`config.mk`:
```
export PLATFORM = sky130hd
export DESIGN_NAME = ex_stage_mem_reg_flat
export DESIGN_NICKNAME = d
export VERILOG_FILES = /design/src/rtl/ex_stage_mem_reg_if.sv /design/src/rtl/ex_stage_mem_reg.sv /design/src/flat_wrapper.sv
export SDC_FILE = /design/constraint.sdc
export NUM_CORES = 1
export LEC_CHECK = 0
export ABC_AREA = 1
export CAP_MARGIN = 0
export CORE_ASPECT_RATIO = 1.4
export CORE_MARGIN = 3
export CORE_UTILIZATION = 38
export DETAILED_ROUTE_END_ITERATION = 8
export PLACE_DENSITY_LB_ADDON = 0.1
export SLEW_MARGIN = 25
export SYNTH_ARGS = -nofsm -noshare
export SYNTH_HDL_FRONTEND = slang
export SYNTH_SLANG_ARGS = --single-unit
```
`constraint.sdc`:
```
create_clock -name clk -period 4.57 [get_ports clk]
set_input_delay 0.457 -clock clk [delete_from_list [all_inputs] [get_ports clk]]
set_output_delay 0.457 -clock clk [all_outputs]
set_load 0.01 [all_outputs]
```
`src/rtl/ex_stage_mem_reg_if.sv`:
```
// Bundle between ID/EX, the execute stage and EX/MEM.
// master drives PR2 and MEM/WB side, slave owns PR3 and flags.
interface ex_stage_mem_reg_if #(
  parameter int WORD_LEN        = 8,
  parameter int INSTRUCTION_LEN = 19,
  parameter int REG_ADDR_LEN    = 3
);

  logic [INSTRUCTION_LEN-1:0] PR2_instruction;
  logic [WORD_LEN-1:0]        PR2_RF_out1;
  logic [WORD_LEN-1:0]        PR2_RF_out2;
  logic [3:0]                 PR2_ALU_op;
  logic                       PR2_sel_ALU_src_reg2;
  logic                       PR2_sel_ALU_src_const;
  logic                       PR2_sel_ALU_src_shift_count;
  logic                       PR2_sel_Cin_alu;
  logic                       PR2_MEM_write;
  logic                       PR2_MEM_read;
  logic                       PR2_RF_write_en;
  logic                       PR2_sel_RF_write_src_ALU;
  logic                       PR2_sel_RF_write_src_MEM;

  logic                       hold;
  logic                       flush;

  logic [REG_ADDR_LEN-1:0]    MEMWB_rd;
  logic                       MEMWB_write_en;
  logic [WORD_LEN-1:0]        MEMWB_data;

  logic [WORD_LEN-1:0]        PR3_ALU_result;
  logic [WORD_LEN-1:0]        PR3_store_data;
  logic [REG_ADDR_LEN-1:0]    PR3_rd;
  logic                       PR3_MEM_write;
  logic                       PR3_MEM_read;
  logic                       PR3_RF_write_en;
  logic                       PR3_sel_RF_write_src_ALU;
  logic                       PR3_sel_RF_write_src_MEM;

  logic                       carry_flag;
  logic                       zero_flag;

  modport master (
    output PR2_instruction,
    output PR2_RF_out1,
    output PR2_RF_out2,
    output PR2_ALU_op,
    output PR2_sel_ALU_src_reg2,
    output PR2_sel_ALU_src_const,
    output PR2_sel_ALU_src_shift_count,
    output PR2_sel_Cin_alu,
    output PR2_MEM_write,
    output PR2_MEM_read,
    output PR2_RF_write_en,
    output PR2_sel_RF_write_src_ALU,
    output PR2_sel_RF_write_src_MEM,
    output hold,
    output flush,
    output MEMWB_rd,
    output MEMWB_write_en,
    output MEMWB_data,
    input  PR3_ALU_result,
    input  PR3_store_data,
    input  PR3_rd,
    input  PR3_MEM_write,
    input  PR3_MEM_read,
    input  PR3_RF_write_en,
    input  PR3_sel_RF_write_src_ALU,
    input  PR3_sel_RF_write_src_MEM,
    input  carry_flag,
    input  zero_flag
  );

  modport slave (
    input  PR2_instruction,
    input  PR2_RF_out1,
    input  PR2_RF_out2,
    input  PR2_ALU_op,
    input  PR2_sel_ALU_src_reg2,
    input  PR2_sel_ALU_src_const,
    input  PR2_sel_ALU_src_shift_count,
    input  PR2_sel_Cin_alu,
    input  PR2_MEM_write,
    input  PR2_MEM_read,
    input  PR2_RF_write_en,
    input  PR2_sel_RF_write_src_ALU,
    input  PR2_sel_RF_write_src_MEM,
    input  hold,
    input  flush,
    input  MEMWB_rd,
    input  MEMWB_write_en,
    input  MEMWB_data,
    output PR3_ALU_result,
    output PR3_store_data,
    output PR3_rd,
    output PR3_MEM_write,
    output PR3_MEM_read,
    output PR3_RF_write_en,
    output PR3_sel_RF_write_src_ALU,
    output PR3_sel_RF_write_src_MEM,
    output carry_flag,
    output zero_flag
  );

endinterface

```
`src/rtl/ex_stage_mem_reg.sv`:
```
// Execute stage: operand forwarding, ALU with carry/zero flags,
// and the EX/MEM pipeline register with hold and bubble insertion.
module ex_stage_mem_reg #(
  parameter int WORD_LEN        = 8,
  parameter int INSTRUCTION_LEN = 19,
  parameter int REG_ADDR_LEN    = 3
) (
  input  logic              clk,
  input  logic              rst,
  ex_stage_mem_reg_if.slave bus
);

  localparam logic [3:0] OP_ADD = 4'd0;
  localparam logic [3:0] OP_ADC = 4'd1;
  localparam logic [3:0] OP_SUB = 4'd2;
  localparam logic [3:0] OP_SBC = 4'd3;
  localparam logic [3:0] OP_AND = 4'd4;
  localparam logic [3:0] OP_OR  = 4'd5;
  localparam logic [3:0] OP_XOR = 4'd6;
  localparam logic [3:0] OP_MOV = 4'd7;
  localparam logic [3:0] OP_SHL = 4'd8;
  localparam logic [3:0] OP_SHR = 4'd9;
  localparam logic [3:0] OP_ROL = 4'd10;
  localparam logic [3:0] OP_ROR = 4'd11;

  typedef struct packed {
    logic [WORD_LEN-1:0]     alu_result;
    logic [WORD_LEN-1:0]     store_data;
    logic [REG_ADDR_LEN-1:0] rd;
    logic                    mem_write;
    logic                    mem_read;
    logic                    rf_write_en;
    logic                    src_alu;
    logic                    src_mem;
  } ex_mem_t;

  ex_mem_t pr3_q;
  ex_mem_t pr3_d;
  ex_mem_t bubble;
  logic    carry_q;
  logic    zero_q;

  logic [REG_ADDR_LEN-1:0] rd;
  logic [REG_ADDR_LEN-1:0] rs;
  logic [REG_ADDR_LEN-1:0] rt;
  logic [7:0]              imm;
  logic [2:0]              shamt;
  logic [3:0]              op;

  assign rd    = bus.PR2_instruction[13:11];
  assign rs    = bus.PR2_instruction[10:8];
  assign rt    = bus.PR2_instruction[7:5];
  assign imm   = bus.PR2_instruction[7:0];
  assign shamt = bus.PR2_instruction[7:5];
  assign op    = bus.PR2_ALU_op;

  logic unused_instr;
  assign unused_instr =
    ^bus.PR2_instruction[INSTRUCTION_LEN-1:14];

  // A load in EX/MEM has no value yet; ID stalls that case.
  logic ex_fwd_ok;
  logic ex_hit_a;
  logic ex_hit_b;
  logic wb_hit_a;
  logic wb_hit_b;

  assign ex_fwd_ok = pr3_q.rf_write_en
                   & ~pr3_q.mem_read;
  assign ex_hit_a  = ex_fwd_ok
                   && (pr3_q.rd == rs);
  assign ex_hit_b  = ex_fwd_ok
                   && (pr3_q.rd == rt);
  assign wb_hit_a  = bus.MEMWB_write_en
                   && (bus.MEMWB_rd == rs);
  assign wb_hit_b  = bus.MEMWB_write_en
                   && (bus.MEMWB_rd == rt);

  logic [WORD_LEN-1:0] opa;
  logic [WORD_LEN-1:0] rt_fwd;

  always_comb begin
    opa = bus.PR2_RF_out1;
    if (ex_hit_a) begin
      opa = pr3_q.alu_result;
    end else if (wb_hit_a) begin
      opa = bus.MEMWB_data;
    end
  end

  always_comb begin
    rt_fwd = bus.PR2_RF_out2;
    if (ex_hit_b) begin
      rt_fwd = pr3_q.alu_result;
    end else if (wb_hit_b) begin
      rt_fwd = bus.MEMWB_data;
    end
  end

  // Selects are masked down to one-hot in priority order.
  logic sel_const;
  logic sel_shift;
  logic sel_reg2;

  assign sel_const = bus.PR2_sel_ALU_src_const;
  assign sel_shift = bus.PR2_sel_ALU_src_shift_count
                   & ~sel_const;
  assign sel_reg2  = bus.PR2_sel_ALU_src_reg2
                   & ~sel_const
                   & ~bus.PR2_sel_ALU_src_shift_count;

  logic [WORD_LEN-1:0] opb;

  always_comb begin
    opb = '0;
    unique case (1'b1)
      sel_const: opb = WORD_LEN'(imm);
      sel_shift: opb = WORD_LEN'(shamt);
      sel_reg2:  opb = rt_fwd;
      default:   opb = '0;
    endcase
  end

  logic              cin;
  logic [WORD_LEN:0] a_w;
  logic [WORD_LEN:0] b_w;
  logic [WORD_LEN:0] nb_w;
  logic [WORD_LEN:0] cin_w;
  logic [WORD_LEN:0] one_w;
  logic [2:0]        amt;

  assign cin   = bus.PR2_sel_Cin_alu & carry_q;
  assign a_w   = {1'b0, opa};
  assign b_w   = {1'b0, opb};
  assign nb_w  = {1'b0, ~opb};
  assign cin_w = {{WORD_LEN{1'b0}}, cin};
  assign one_w = {{WORD_LEN{1'b0}}, 1'b1};
  assign amt   = opb[2:0];

  logic [WORD_LEN:0]   sum;
  logic [WORD_LEN-1:0] result;
  logic                upd_c;
  logic                upd_z;

  always_comb begin
    sum    = '0;
    result = '0;
    upd_c  = 1'b0;
    upd_z  = 1'b0;
    case (op)
      OP_ADD: begin
        sum   = a_w + b_w;
        upd_c = 1'b1;
      end
      OP_ADC: begin
        sum   = a_w + b_w + cin_w;
        upd_c = 1'b1;
      end
      OP_SUB: begin
        sum   = a_w + nb_w + one_w;
        upd_c = 1'b1;
      end
      OP_SBC: begin
        sum   = a_w + nb_w + cin_w;
        upd_c = 1'b1;
      end
      OP_AND: result = opa & opb;
      OP_OR:  result = opa | opb;
      OP_XOR: result = opa ^ opb;
      OP_MOV: result = opb;
      OP_SHL: result = opa << amt;
      OP_SHR: result = opa >> amt;
      OP_ROL: begin
        if (amt == 3'd0) begin
          result = opa;
        end else begin
          result = (opa << amt)
                 | (opa >> (WORD_LEN - int'(amt)));
        end
      end
      OP_ROR: begin
        if (amt == 3'd0) begin
          result = opa;
        end else begin
          result = (opa >> amt)
                 | (opa << (WORD_LEN - int'(amt)));
        end
      end
      default: result = '0;
    endcase
    if (upd_c) begin
      result = sum[WORD_LEN-1:0];
    end
    upd_z = (op <= OP_ROR);
  end

  logic zero_res;
  assign zero_res = (result == '0);

  always_comb begin
    pr3_d.alu_result  = result;
    pr3_d.store_data  = rt_fwd;
    pr3_d.rd          = rd;
    pr3_d.mem_write   = bus.PR2_MEM_write;
    pr3_d.mem_read    = bus.PR2_MEM_read;
    pr3_d.rf_write_en = bus.PR2_RF_write_en;
    pr3_d.src_alu     = bus.PR2_sel_RF_write_src_ALU;
    pr3_d.src_mem     = bus.PR2_sel_RF_write_src_MEM;
  end

  // A bubble still carries the data fields; only control is killed.
  always_comb begin
    bubble             = pr3_d;
    bubble.mem_write   = 1'b0;
    bubble.mem_read    = 1'b0;
    bubble.rf_write_en = 1'b0;
    bubble.src_alu     = 1'b0;
    bubble.src_mem     = 1'b0;
  end

  always_ff @(posedge clk) begin
    if (rst) begin
      pr3_q   <= '0;
      carry_q <= 1'b0;
      zero_q  <= 1'b0;
    end else if (bus.flush) begin
      pr3_q <= bubble;
    end else if (!bus.hold) begin
      pr3_q <= pr3_d;
      if (bus.PR2_RF_write_en) begin
        if (upd_c) begin
          carry_q <= sum[WORD_LEN];
        end
        if (upd_z) begin
          zero_q <= zero_res;
        end
      end
    end
  end

  assign bus.PR3_ALU_result           = pr3_q.alu_result;
  assign bus.PR3_store_data           = pr3_q.store_data;
  assign bus.PR3_rd                   = pr3_q.rd;
  assign bus.PR3_MEM_write            = pr3_q.mem_write;
  assign bus.PR3_MEM_read             = pr3_q.mem_read;
  assign bus.PR3_RF_write_en          = pr3_q.rf_write_en;
  assign bus.PR3_sel_RF_write_src_ALU = pr3_q.src_alu;
  assign bus.PR3_sel_RF_write_src_MEM = pr3_q.src_mem;
  assign bus.carry_flag               = carry_q;
  assign bus.zero_flag                = zero_q;

endmodule

```
`src/flat_wrapper.sv`:
```
// flat-port wrapper written by rule: the top's interface ports become plain ports
module ex_stage_mem_reg_flat 
#(
  parameter int WORD_LEN        = 8,
  parameter int INSTRUCTION_LEN = 19,
  parameter int REG_ADDR_LEN    = 3
)
  (clk, rst, bus_PR2_instruction, bus_PR2_RF_out1, bus_PR2_RF_out2, bus_PR2_ALU_op, bus_PR2_sel_ALU_src_reg2, bus_PR2_sel_ALU_src_const, bus_PR2_sel_ALU_src_shift_count, bus_PR2_sel_Cin_alu, bus_PR2_MEM_write, bus_PR2_MEM_read, bus_PR2_RF_write_en, bus_PR2_sel_RF_write_src_ALU, bus_PR2_sel_RF_write_src_MEM, bus_hold, bus_flush, bus_MEMWB_rd, bus_MEMWB_write_en, bus_MEMWB_data, bus_PR3_ALU_result, bus_PR3_store_data, bus_PR3_rd, bus_PR3_MEM_write, bus_PR3_MEM_read, bus_PR3_RF_write_en, bus_PR3_sel_RF_write_src_ALU, bus_PR3_sel_RF_write_src_MEM, bus_carry_flag, bus_zero_flag);
  ex_stage_mem_reg_if #(.WORD_LEN(WORD_LEN), .INSTRUCTION_LEN(INSTRUCTION_LEN), .REG_ADDR_LEN(REG_ADDR_LEN)) bus_i ();
  input  logic clk;
  input  logic rst;
  input wire logic [$bits(bus_i.PR2_instruction)-1:0] bus_PR2_instruction;
  input wire logic [$bits(bus_i.PR2_RF_out1)-1:0] bus_PR2_RF_out1;
  input wire logic [$bits(bus_i.PR2_RF_out2)-1:0] bus_PR2_RF_out2;
  input wire logic [$bits(bus_i.PR2_ALU_op)-1:0] bus_PR2_ALU_op;
  input wire logic [$bits(bus_i.PR2_sel_ALU_src_reg2)-1:0] bus_PR2_sel_ALU_src_reg2;
  input wire logic [$bits(bus_i.PR2_sel_ALU_src_const)-1:0] bus_PR2_sel_ALU_src_const;
  input wire logic [$bits(bus_i.PR2_sel_ALU_src_shift_count)-1:0] bus_PR2_sel_ALU_src_shift_count;
  input wire logic [$bits(bus_i.PR2_sel_Cin_alu)-1:0] bus_PR2_sel_Cin_alu;
  input wire logic [$bits(bus_i.PR2_MEM_write)-1:0] bus_PR2_MEM_write;
  input wire logic [$bits(bus_i.PR2_MEM_read)-1:0] bus_PR2_MEM_read;
  input wire logic [$bits(bus_i.PR2_RF_write_en)-1:0] bus_PR2_RF_write_en;
  input wire logic [$bits(bus_i.PR2_sel_RF_write_src_ALU)-1:0] bus_PR2_sel_RF_write_src_ALU;
  input wire logic [$bits(bus_i.PR2_sel_RF_write_src_MEM)-1:0] bus_PR2_sel_RF_write_src_MEM;
  input wire logic [$bits(bus_i.hold)-1:0] bus_hold;
  input wire logic [$bits(bus_i.flush)-1:0] bus_flush;
  input wire logic [$bits(bus_i.MEMWB_rd)-1:0] bus_MEMWB_rd;
  input wire logic [$bits(bus_i.MEMWB_write_en)-1:0] bus_MEMWB_write_en;
  input wire logic [$bits(bus_i.MEMWB_data)-1:0] bus_MEMWB_data;
  output wire logic [$bits(bus_i.PR3_ALU_result)-1:0] bus_PR3_ALU_result;
  output wire logic [$bits(bus_i.PR3_store_data)-1:0] bus_PR3_store_data;
  output wire logic [$bits(bus_i.PR3_rd)-1:0] bus_PR3_rd;
  output wire logic [$bits(bus_i.PR3_MEM_write)-1:0] bus_PR3_MEM_write;
  output wire logic [$bits(bus_i.PR3_MEM_read)-1:0] bus_PR3_MEM_read;
  output wire logic [$bits(bus_i.PR3_RF_write_en)-1:0] bus_PR3_RF_write_en;
  output wire logic [$bits(bus_i.PR3_sel_RF_write_src_ALU)-1:0] bus_PR3_sel_RF_write_src_ALU;
  output wire logic [$bits(bus_i.PR3_sel_RF_write_src_MEM)-1:0] bus_PR3_sel_RF_write_src_MEM;
  output wire logic [$bits(bus_i.carry_flag)-1:0] bus_carry_flag;
  output wire logic [$bits(bus_i.zero_flag)-1:0] bus_zero_flag;
  assign bus_i.PR2_instruction = bus_PR2_instruction;
  assign bus_i.PR2_RF_out1 = bus_PR2_RF_out1;
  assign bus_i.PR2_RF_out2 = bus_PR2_RF_out2;
  assign bus_i.PR2_ALU_op = bus_PR2_ALU_op;
  assign bus_i.PR2_sel_ALU_src_reg2 = bus_PR2_sel_ALU_src_reg2;
  assign bus_i.PR2_sel_ALU_src_const = bus_PR2_sel_ALU_src_const;
  assign bus_i.PR2_sel_ALU_src_shift_count = bus_PR2_sel_ALU_src_shift_count;
  assign bus_i.PR2_sel_Cin_alu = bus_PR2_sel_Cin_alu;
  assign bus_i.PR2_MEM_write = bus_PR2_MEM_write;
  assign bus_i.PR2_MEM_read = bus_PR2_MEM_read;
  assign bus_i.PR2_RF_write_en = bus_PR2_RF_write_en;
  assign bus_i.PR2_sel_RF_write_src_ALU = bus_PR2_sel_RF_write_src_ALU;
  assign bus_i.PR2_sel_RF_write_src_MEM = bus_PR2_sel_RF_write_src_MEM;
  assign bus_i.hold = bus_hold;
  assign bus_i.flush = bus_flush;
  assign bus_i.MEMWB_rd = bus_MEMWB_rd;
  assign bus_i.MEMWB_write_en = bus_MEMWB_write_en;
  assign bus_i.MEMWB_data = bus_MEMWB_data;
  assign bus_PR3_ALU_result = bus_i.PR3_ALU_result;
  assign bus_PR3_store_data = bus_i.PR3_store_data;
  assign bus_PR3_rd = bus_i.PR3_rd;
  assign bus_PR3_MEM_write = bus_i.PR3_MEM_write;
  assign bus_PR3_MEM_read = bus_i.PR3_MEM_read;
  assign bus_PR3_RF_write_en = bus_i.PR3_RF_write_en;
  assign bus_PR3_sel_RF_write_src_ALU = bus_i.PR3_sel_RF_write_src_ALU;
  assign bus_PR3_sel_RF_write_src_MEM = bus_i.PR3_sel_RF_write_src_MEM;
  assign bus_carry_flag = bus_i.carry_flag;
  assign bus_zero_flag = bus_i.zero_flag;
  ex_stage_mem_reg #(.WORD_LEN(WORD_LEN), .INSTRUCTION_LEN(INSTRUCTION_LEN), .REG_ADDR_LEN(REG_ADDR_LEN)) u_core (.clk(clk), .rst(rst), .bus(bus_i));
endmodule
```
==> impl_metrics.csv, run 1 <==
group,metric,value,unit
global_route,grtUsageTotal,0.267,
pwr,p_sw,651,uW
sta,setup_violations,0,
clock_tree,cts_buffers,3,
floorplanning,die_w,102,um
routing,wire_per_inst,15.9,um
synthesis,synthSimpleGateAreaFrac,0.483,
critical_path,worst_setup_path_start_kind,"primary input",
routing,route.detailed.drc,0,
layout,n_antenna_cell,0,
pwr,p_seq_frac,0.177,
placed_design,gp_congestion,0.957,
sta,max_slew.worst_pin.slew,0.806,ns
outcome,status,"complete, no violations",
pwr,p_per_area,222,nW/um^2
synthesis,synth_xor_area_frac,0.0234,
clock_tree,path_clk_slew,0.07,ns
global_route,grt_pass1_vias,5867,
sta,timing.hold.ws,0.458,ns
sta,final_max_slew_viol_count,0,
global_route,grt-ovfl-total,0,
clock_tree,root_buffer,"clkbuf_16",
synthesis,yosys_register_bits,26,
sta,setup_tns,0,ns
clock_tree,clockBufferDepth,2,
routing,drt_pass1_iterations,6,
routing,dr.first_iter.drc_count,413,
job,drv_cap,0,
synthesis,netlist_instances,894,
placed_design,place_area,6370,sq um
layout,drive_gt1_frac,0.140,
sta,fin_skew,0.00331,ns
routing,wirelength,18900,um
layout,final_area,6560,sq um
pwr,peakVddDrop,0.000307,V
clock_tree,cts_htree_levels,1,
pwr,comb_power_share,0.645,
critical_path,critPathRequiredTime,4.78,ns
floorplanning,fp.dieH,140,um
pwr,power.internal,807,uW
global_route,grt_max_degree,26,
placed_design,numPortBuffers,84,
pwr,clkPwrFrac,0.179,
clock_tree,tritoncts,"done",
floorplanning,core-area,12400,sq um
floorplanning,boundaryPins,90,
critical_path,crit_path_max_incr_delay,0.48,ns
clock_tree,hold_buffers,0,
floorplanning,start_util,0.391,
critical_path,path_common_cell,"nand2_1",
pwr,p_leak,0.00346,uW
placed_design,hpwl,15700,um
routing,via_count,6214,
sta,slew_headroom,0.461,
floorplanning,die_area,14200,sq um
routing,ant_nets,0,
synthesis,ys.warnings.count,0,
floorplanning,num_rows,48,
synthesis,avgSynthCellArea,5.43,sq um
synthesis,syn_area,4860,sq um
min_path,hold_path_class,"reg2reg",
critical_path,arrival,4.40,ns
synthesis,synth_edf_count,0,
clock_tree,clkSinkCount,26,
layout,final_nets,1143,
critical_path,crit_fanout,5,
sta,post-route-period-util,0.915,
clock_tree,clkLatencyLatePin,0.27,ns
sta,max_freq,239,MHz
sta,hold_viol_final,0,
pwr,p_sw_frac,0.447,
synthesis,async_flop_share,0,
global_route,antenna_found_initial,0,
placed_design,dp.cells,1185,
layout,area_growth,35.1,%
synthesis,synthFlopType,"dfxtp_1",
synthesis,synth.distinct_cells,45,
synthesis,syn_nets,994,
synthesis,synthMuxAreaShare,0,
critical_path,worst_setup_path_end_kind,"register",
synthesis,synth_top_family_by_area,"simple AND/OR/NAND/NOR gates",
sta,finalCriticalPeriod,4.18,ns
critical_path,critPathKind,"in2reg",
layout,fin_cells,1192,
synthesis,synth_compound_area_frac,0.159,
critical_path,critPathSlowestCell,"clkdlybuf4s50_1",
synthesis,yosysSeqAreaShare,0.107,
global_route,grt_pass1_wl,30300,um
routing,viasPerCell,5.21,
synthesis,synthAdderAreaFrac,0.0959,
Yosys cell counts, types with 3 or more instances:
cell type  number  area share
o21bai_1        6      0.0093
nor2_1         74       0.057
o221ai_1        3      0.0054
o21ai_0        37       0.038
o22ai_1         5      0.0064
clkinv_1        4      0.0031
nand4_1         5      0.0064
nand2_2        14       0.018
nand3_1       122        0.13
clkbuf_1       12      0.0093
nand2_4         3      0.0070
inv_1         128       0.099
nand2_1       283        0.22
nor3_1          5      0.0052
inv_2           9      0.0070
nand3_2         6       0.012
nor2_2          4      0.0052
dfxtp_1        26        0.11
nor2_4          4      0.0093
o211ai_1       22       0.034
ha_1           34       0.088
xor2_1         12       0.022
buf_2           6      0.0062
a21oi_1        39       0.040
nand3b_1        4      0.0062
power groups by stage:
| stage | sequential [uW] | combinational (uW) | clock (uW) |
|---|---|---|---|
| global route | 260 | 1040 | 272 |
| floorplan | 267 | 526 | 0 |
| detailed placement | 263 | 908 | 0 |
| CTS | 258 | 914 | 267 |
| finish | 258 | 940 | 260 |
| global placement | 263 | 908 | 0 |
critical path, delay by kind of cell:
family	cells	cell delay [ns]
AOI/OAI and AO/OA	7	1.03
xor gates and xnor gates	1	0.21
adders and majority gates	1	0.38
buffers and inverters	5	0.93
and+or+nand+nor	16	1.38
path summary, 6_finish.rpt:
check / from / end / slack (ns) / cells after the start
worst max register to register: u_core.bus.PR3_RF_write_en$_SDFFE_PP0N_ / u_core.bus.zero_flag$_SDFFE_PP0P_ / 0.56 / 31
worst min-delay path: u_core.bus.PR3_MEM_write$_SDFFE_PP0N_ / u_core.bus.PR3_MEM_write$_SDFFE_PP0N_ / 0.46 / 2
worst min register to register: u_core.bus.PR3_MEM_write$_SDFFE_PP0N_ / u_core.bus.PR3_MEM_write$_SDFFE_PP0N_ / 0.46 / 2
worst max-delay path: bus_MEMWB_rd[1] / u_core.bus.zero_flag$_SDFFE_PP0P_ / 0.39 / 30
state kept, by name (all words and copies together), names as in the netlist:
name,flops
u_core.bus.PR3_ALU_result,8
u_core.bus.PR3_MEM_read,1
u_core.bus.PR3_MEM_write,1
u_core.bus.PR3_RF_write_en,1
u_core.bus.PR3_rd,3
u_core.bus.PR3_sel_RF_write_src_ALU,1
u_core.bus.PR3_sel_RF_write_src_MEM,1
u_core.bus.PR3_store_data,8
u_core.bus.carry_flag,1
u_core.bus.zero_flag,1
routing by layer:
metal	wire length, um	global-route usage	vias up
met5	0	0	-
met4	925	0.123	0
met3	901	0.0150	52
met2	9330	0.446	226
met1	7780	0.346	2762
li1	-	-	3174
final cells by class:
type                            instances  area, sq um
Clock buffer                            3         75.1
Sequential cell                        26          520
Inverter                              142          539
Tap cell                              150          188
Fill cell                            1341         5870
Multi-Input combinational cell        706         3750
Timing Repair Buffer                  164         1460
Clock inverter                          1         30.0
through the flow:
step	power, uW	worst slack [ns]	utilization
floorplan	793	0.868	-
global placement	1170	-0.0723	0.513
detailed placement	1170	-0.0918	0.513
CTS	1440	0.162	0.521
global route	1570	-0.00898	0.528
finish	1460	0.387	0.528
timing repair:
action | CTS | global route
gates resized for setup | 0 | 26
setup buffers | 0 | 3
endpoints found under the setup margin | 0 | 6
endpoints found under the hold margin | 0 | 0
cell families after synthesis:
kind of cell | after synthesis
XOR/XNOR | 13
buffers and inverters | 162
AND/OR/NAND/NOR | 529
AO/OA/AOI/OAI | 128
adder cells (fa/ha/maj) | 36
flip-flops | 26
cell usage in the layout, fill, tap and decap left out, types with 22 or more instances in the layout:
cell,Yosys,layout
buf_4,1,79
nand3_1,122,121
a21oi_1,39,38
inv_1,128,127
nand2_1,283,283
o21ai_0,37,28
nor2_1,74,72
ha_1,34,31
clkdlybuf4s50_1,0,81
dfxtp_1,26,26
o211ai_1,22,22
Power figures use the tool's default switching activity.
==> inputs of run 2 (changes only) <==
SETUP_SLACK_MARGIN = 0.5   (was not set)
==> impl_metrics.csv, run 2 (synthesized netlist as in run 1, its figures left out) <==
group,metric,value,unit
outcome,status,"complete, no violations",
layout,fillers,1290,
sta,finalCriticalPeriod,3.73,ns
sta,post-route-period-util,0.816,
critical_path,worst_setup_path_start_kind,"register",
critical_path,worst_setup_path_end_kind,"register",
critical_path,critPathRequiredTime,4.78,ns
global_route,grt_pass1_vias,5947,
critical_path,arrival,3.94,ns
sta,rsz0062_at_grt,"false",
floorplanning,die_w,102,um
layout,final_common_cell,"nand2_1",
pwr,peakVddDrop,0.000311,V
global_route,grt-ovfl-total,0,
layout,drive_gt1_frac,0.206,
placed_design,gp_congestion,0.957,
sta,slew_headroom,0.464,
routing,via_count,6337,
clock_tree,cts_buffers,3,
sta,hold_viol_final,0,
critical_path,crit_fanout,5,
routing,drt_pass1_iterations,5,
sta,fin_skew,0.00314,ns
sta,max_freq,268,MHz
clock_tree,cts_htree_levels,1,
global_route,antenna_found_initial,0,
layout,area_growth,41.9,%
floorplanning,die_area,14200,sq um
critical_path,crit_path_max_incr_delay,0.56,ns
critical_path,path_common_cell,"inv_2",
placed_design,hpwl,15700,um
job,drv_cap,0,
layout,final_nets,1158,
floorplanning,boundaryPins,90,
floorplanning,num_rows,48,
critical_path,critPathKind,"reg2reg",
routing,route.detailed.drc,0,
layout,n_antenna_cell,0,
routing,wirelength,19400,um
clock_tree,clkLatencyLatePin,0.27,ns
placed_design,numPortBuffers,84,
sta,setup_violations,0,
clock_tree,root_buffer,"clkbuf_16",
clock_tree,path_clk_slew,0.07,ns
global_route,grtUsageTotal,0.270,
min_path,hold_path_class,"reg2reg",
pwr,p_per_area,221,nW/um^2
clock_tree,clkSinkCount,26,
layout,layout_common_cells,"nand2_1 (275), nand3_1 (117), inv_1 (116), buf_4 (93), clkdlybuf4s50_1 (73)",
routing,viasPerCell,5.25,
floorplanning,fp.dieH,140,um
routing,ant_nets,0,
routing,wire_per_inst,16.1,um
layout,ff_latch_area,528,sq um
pwr,p_total,1520,uW
sta,setup_tns,0,ns
sta,max_slew.worst_pin.slew,0.801,ns
global_route,grt_max_degree,26,
critical_path,critPathSlowestCell,"fa_1",
clock_tree,clockBufferDepth,2,
floorplanning,start_util,0.391,
layout,multi_input_area,3970,sq um
routing,dr.first_iter.drc_count,411,
global_route,grt_pass1_wl,30700,um
sta,final_max_slew_viol_count,0,
pwr,p_leak,0.00358,uW
floorplanning,core-area,12400,sq um
clock_tree,tritoncts,"done",
[run 2: changes by cell type in the layout (fill, tap and decap cells not counted), moves of 7 or more]
cell	delta
buf_4	+14
clkdlybuf4s50_1	-8
inv_1	-11
inv_2	+11
nand2_1	-8
nor2_1	-9
nor2_2	+7
[run 2: path summary, 6_finish.rpt]
path / start / end / slack (ns) / cells past startpoint
min: u_core.bus.PR3_MEM_write$_SDFFE_PP0N_ / u_core.bus.PR3_MEM_write$_SDFFE_PP0N_ / 0.46 / 2
min reg2reg: u_core.bus.PR3_MEM_write$_SDFFE_PP0N_ / u_core.bus.PR3_MEM_write$_SDFFE_PP0N_ / 0.46 / 2
max reg2reg: u_core.bus.PR3_RF_write_en$_SDFFE_PP0N_ / u_core.bus.zero_flag$_SDFFE_PP0P_ / 0.84 / 31
max: u_core.bus.PR3_RF_write_en$_SDFFE_PP0N_ / u_core.bus.zero_flag$_SDFFE_PP0P_ / 0.84 / 31
[run 2: per-layer routing]
layer | wire length (um) | up-vias | GRT usage
met2 | 9570 | 224 | 0.456
met5 | 0 | - | 0
li1 | - | 3205 | -
met4 | 986 | 0 | 0.121
met3 | 851 | 58 | 0.0140
met1 | 8000 | 2850 | 0.350
[run 2: per-stage QoR]
step                      cells  utilization  instance area [sq um]  setup slack [ns]  hold WS [ns]
after CTS                  1196        0.530                   6590             0.500         0.464
after global routing       1207        0.554                   6890             0.474         0.496
after detailed placement   1185        0.513                   6370           -0.0918         0.451
after floorplan             894            -                   4860             0.868         0.481
final                      1207        0.554                   6890             0.842         0.458
after global placement     1185        0.513                   6370           -0.0723         0.448
[run 2: report_power, final]
| group | internal [uW] | switching, uW |
|---|---|---|
| sequential | 244 | 15.0 |
| clock | 175 | 86.1 |
| combinational | 421 | 582 |
[run 2: cell type report]
class	count	share of cell area
sequential	26	0.0766
timing repair buffer	179	0.226
inverter	142	0.0783
tap	150	0.0272
clock buffer	3	0.0109
clock inverter	1	0.00436
multi-input combinational	706	0.576
[run 2: repair_timing]
item	4_1_cts	5_1_grt
buffers inserted	7	11
gates resized for setup	30	82
hold endpoints to repair	0	0
endpoints found under the setup margin	7	9
pin swaps	11	33
hold buffers	0	0
[run 2: critical path: cells and delay by family (launching register included)]
family | cells | cell delay [ns]
adders and majority gates | 3 | 0.86
DFF | 1 | 0.36
AOI/OAI and AO/OA | 3 | 0.34
and+or+nand+nor | 18 | 1.64
buffers and inverters | 7 | 0.49
==> inputs of run 3 (changes only) <==
clock period = 3.2 ns   (was 4.57 ns; I/O delays follow)
==> impl_metrics.csv, run 3 (synthesized netlist as in run 1, its figures left out) <==
group,metric,value,unit
outcome,status,"complete, but fails checks",
outcome,violations,"negative setup slack",
sta,max_slew.worst_pin.slew,0.719,ns
placed_design,numPortBuffers,84,
floorplanning,fp.dieH,140,um
global_route,met1_usage,0.345,
global_route,grtUsageTotal,0.296,
clock_tree,cts_buffers,3,
critical_path,r2r_slack,-0.58,ns
pwr,p_total,2520,uW
critical_path,crit_path_end,"u_core.bus.carry_flag$_SDFFE_PP0P_",
placed_design,place_area,7100,sq um
critical_path,arrival,3.99,ns
global_route,grt.met2_usage,0.535,
layout,final_area,7980,sq um
clock_tree,tritoncts,"done",
global_route,met3_usage,0.0171,
critical_path,crit_fanout,5,
floorplanning,num_rows,48,
sta,timing.hold.ws,0.473,ns
layout,finalCoreUtilization,0.642,
clock_tree,hold_buffers,0,
critical_path,crit_cells,27,
critical_path,r2r_cells,27,
routing,wirelength,21500,um
routing,wire_per_inst,16.4,um
clock_tree,cts_htree_levels,1,
routing,via_count,6854,
sta,worst_slack,-0.583,ns
critical_path,critPathKind,"reg2reg",
floorplanning,die_w,102,um
sta,max_freq,264,MHz
critical_path,critical-path-top-delay-family,"compound AO/OA/AOI/OAI gates",
routing,dr.first_iter.drc_count,334,
global_route,grt_pass1_wl,33300,um
sta,final_max_slew_viol_count,0,
min_path,hp-start,"u_core.bus.PR3_sel_RF_write_src_ALU$_SDFFE_PP0N_",
clock_tree,path_clk_slew,0.07,ns
floorplanning,core-area,12400,sq um
sta,fin_skew,0.00771,ns
placed_design,dp.cells,1270,
routing,route.detailed.drc,0,
clock_tree,clkSinkCount,26,
global_route,antenna_found_initial,0,
routing,drt_pass1_iterations,6,
job,drv_cap,0,
floorplanning,die_area,14200,sq um
critical_path,crit_path_max_incr_delay,0.33,ns
layout,fin_cells,1311,
layout,fillers,1181,
pwr,p_per_area,316,nW/um^2
critical_path,worst_setup_path_end_kind,"register",
routing,ant_nets,0,
layout,final_nets,1262,
global_route,grt-ovfl-total,0,
routing,viasPerCell,5.23,
critical_path,crit_buf_inv,9,
sta,setup_violations,10,
global_route,grt_pass1_vias,6637,
floorplanning,boundaryPins,90,
global_route,grt_max_degree,26,
critical_path,worst_setup_path_start_kind,"register",
critical_path,critPathLaunch,"u_core.bus.PR3_RF_write_en$_SDFFE_PP0N_",
clock_tree,clkLatencyLatePin,0.27,ns
placed_design,hpwl,17000,um
clock_tree,clockBufferDepth,2,
layout,final_common_cell,"nand2_1",
layout,layout_common_cells,"nand2_1 (256), buf_4 (188), nand3_1 (108), inv_1 (105), clkdlybuf4s50_1 (74)",
layout,area_growth,64.4,%
critical_path,path_common_cell,"buf_6",
pwr,peakVddDrop,0.000440,V
sta,hold_viol_final,0,
pwr,p_leak,0.00411,uW
critical_path,r2r_start,"u_core.bus.PR3_RF_write_en$_SDFFE_PP0N_",
critical_path,worstReg2RegEnd,"u_core.bus.carry_flag$_SDFFE_PP0P_",
global_route,busiest_layer,"met2",
layout,drive_gt1_frac,0.322,
layout,n_antenna_cell,0,
critical_path,critPathSlowestCell,"dfxtp_2",
sta,slew_headroom,0.519,
clock_tree,root_buffer,"clkbuf_16",
floorplanning,start_util,0.391,
placed_design,gp_congestion,0.968,
sta,rsz0062_at_grt,"true",
min_path,hold_path_class,"reg2reg",
sta,finalCriticalPeriod,3.78,ns
critical_path,critPathRequiredTime,3.41,ns
sta,post-route-period-util,1.18,
## run 3: worst min-delay path by stage
stage / slack [ns] / depth (start not counted) / to
floorplan: 0.39 / 1 / u_core.bus.carry_flag$_SDFFE_PP0P_
detailed placement: 0.46 / 2 / u_core.bus.PR3_MEM_write$_SDFFE_PP0N_
finish: 0.47 / 2 / u_core.bus.PR3_sel_RF_write_src_ALU$_SDFFE_PP0N_
global route: 0.50 / 2 / u_core.bus.PR3_sel_RF_write_src_MEM$_SDFFE_PP0N_
CTS: 0.47 / 2 / u_core.bus.PR3_sel_RF_write_src_ALU$_SDFFE_PP0N_
global placement: 0.45 / 2 / u_core.bus.PR3_MEM_write$_SDFFE_PP0N_
## run 3: per-stage QoR
| step | TNS [ns] | setup WS (ns) |
|---|---|---|
| floorplan | -0.861 | -0.252 |
| global placement | -9.43 | -1.18 |
| detailed placement | -9.83 | -1.24 |
| CTS | -2.78 | -0.472 |
| global route | -5.67 | -0.843 |
| finish | -3.44 | -0.583 |
## run 3: layer usage
metal  routed length [um]  share of wire
met5                    0              0
met4                 1390          0.065
met3                  937          0.044
met2                10900           0.51
met1                 8270           0.38
## run 3: final cells by class
class,instances,area [sq um],area share
timing repair buffer,283,2370,0.297
tap,150,188,0.0235
multi-input combinational,706,4230,0.530
clock buffer,3,75.1,0.00940
inverter,142,563,0.0705
clock inverter,1,30.0,0.00376
sequential,26,528,0.0661
## run 3: tightest hold or removal path, stage by stage (launching register included)
cell and delay [ns]:
dfxtp_1 0.32, nand2_1 0.06, a21oi_1 0.05
## run 3: what timing repair did
action                                  CTS  global route
pin swaps                                28            57
setup buffers                            22            15
endpoints found under the setup margin   10            10
gates resized for setup                  71            82
## run 3: report_power, final
part	leakage, uW	switching (uW)	internal [uW]
sequential	0.000216	16.6	348
clock	0.0000511	123	249
combinational	0.00384	970	818
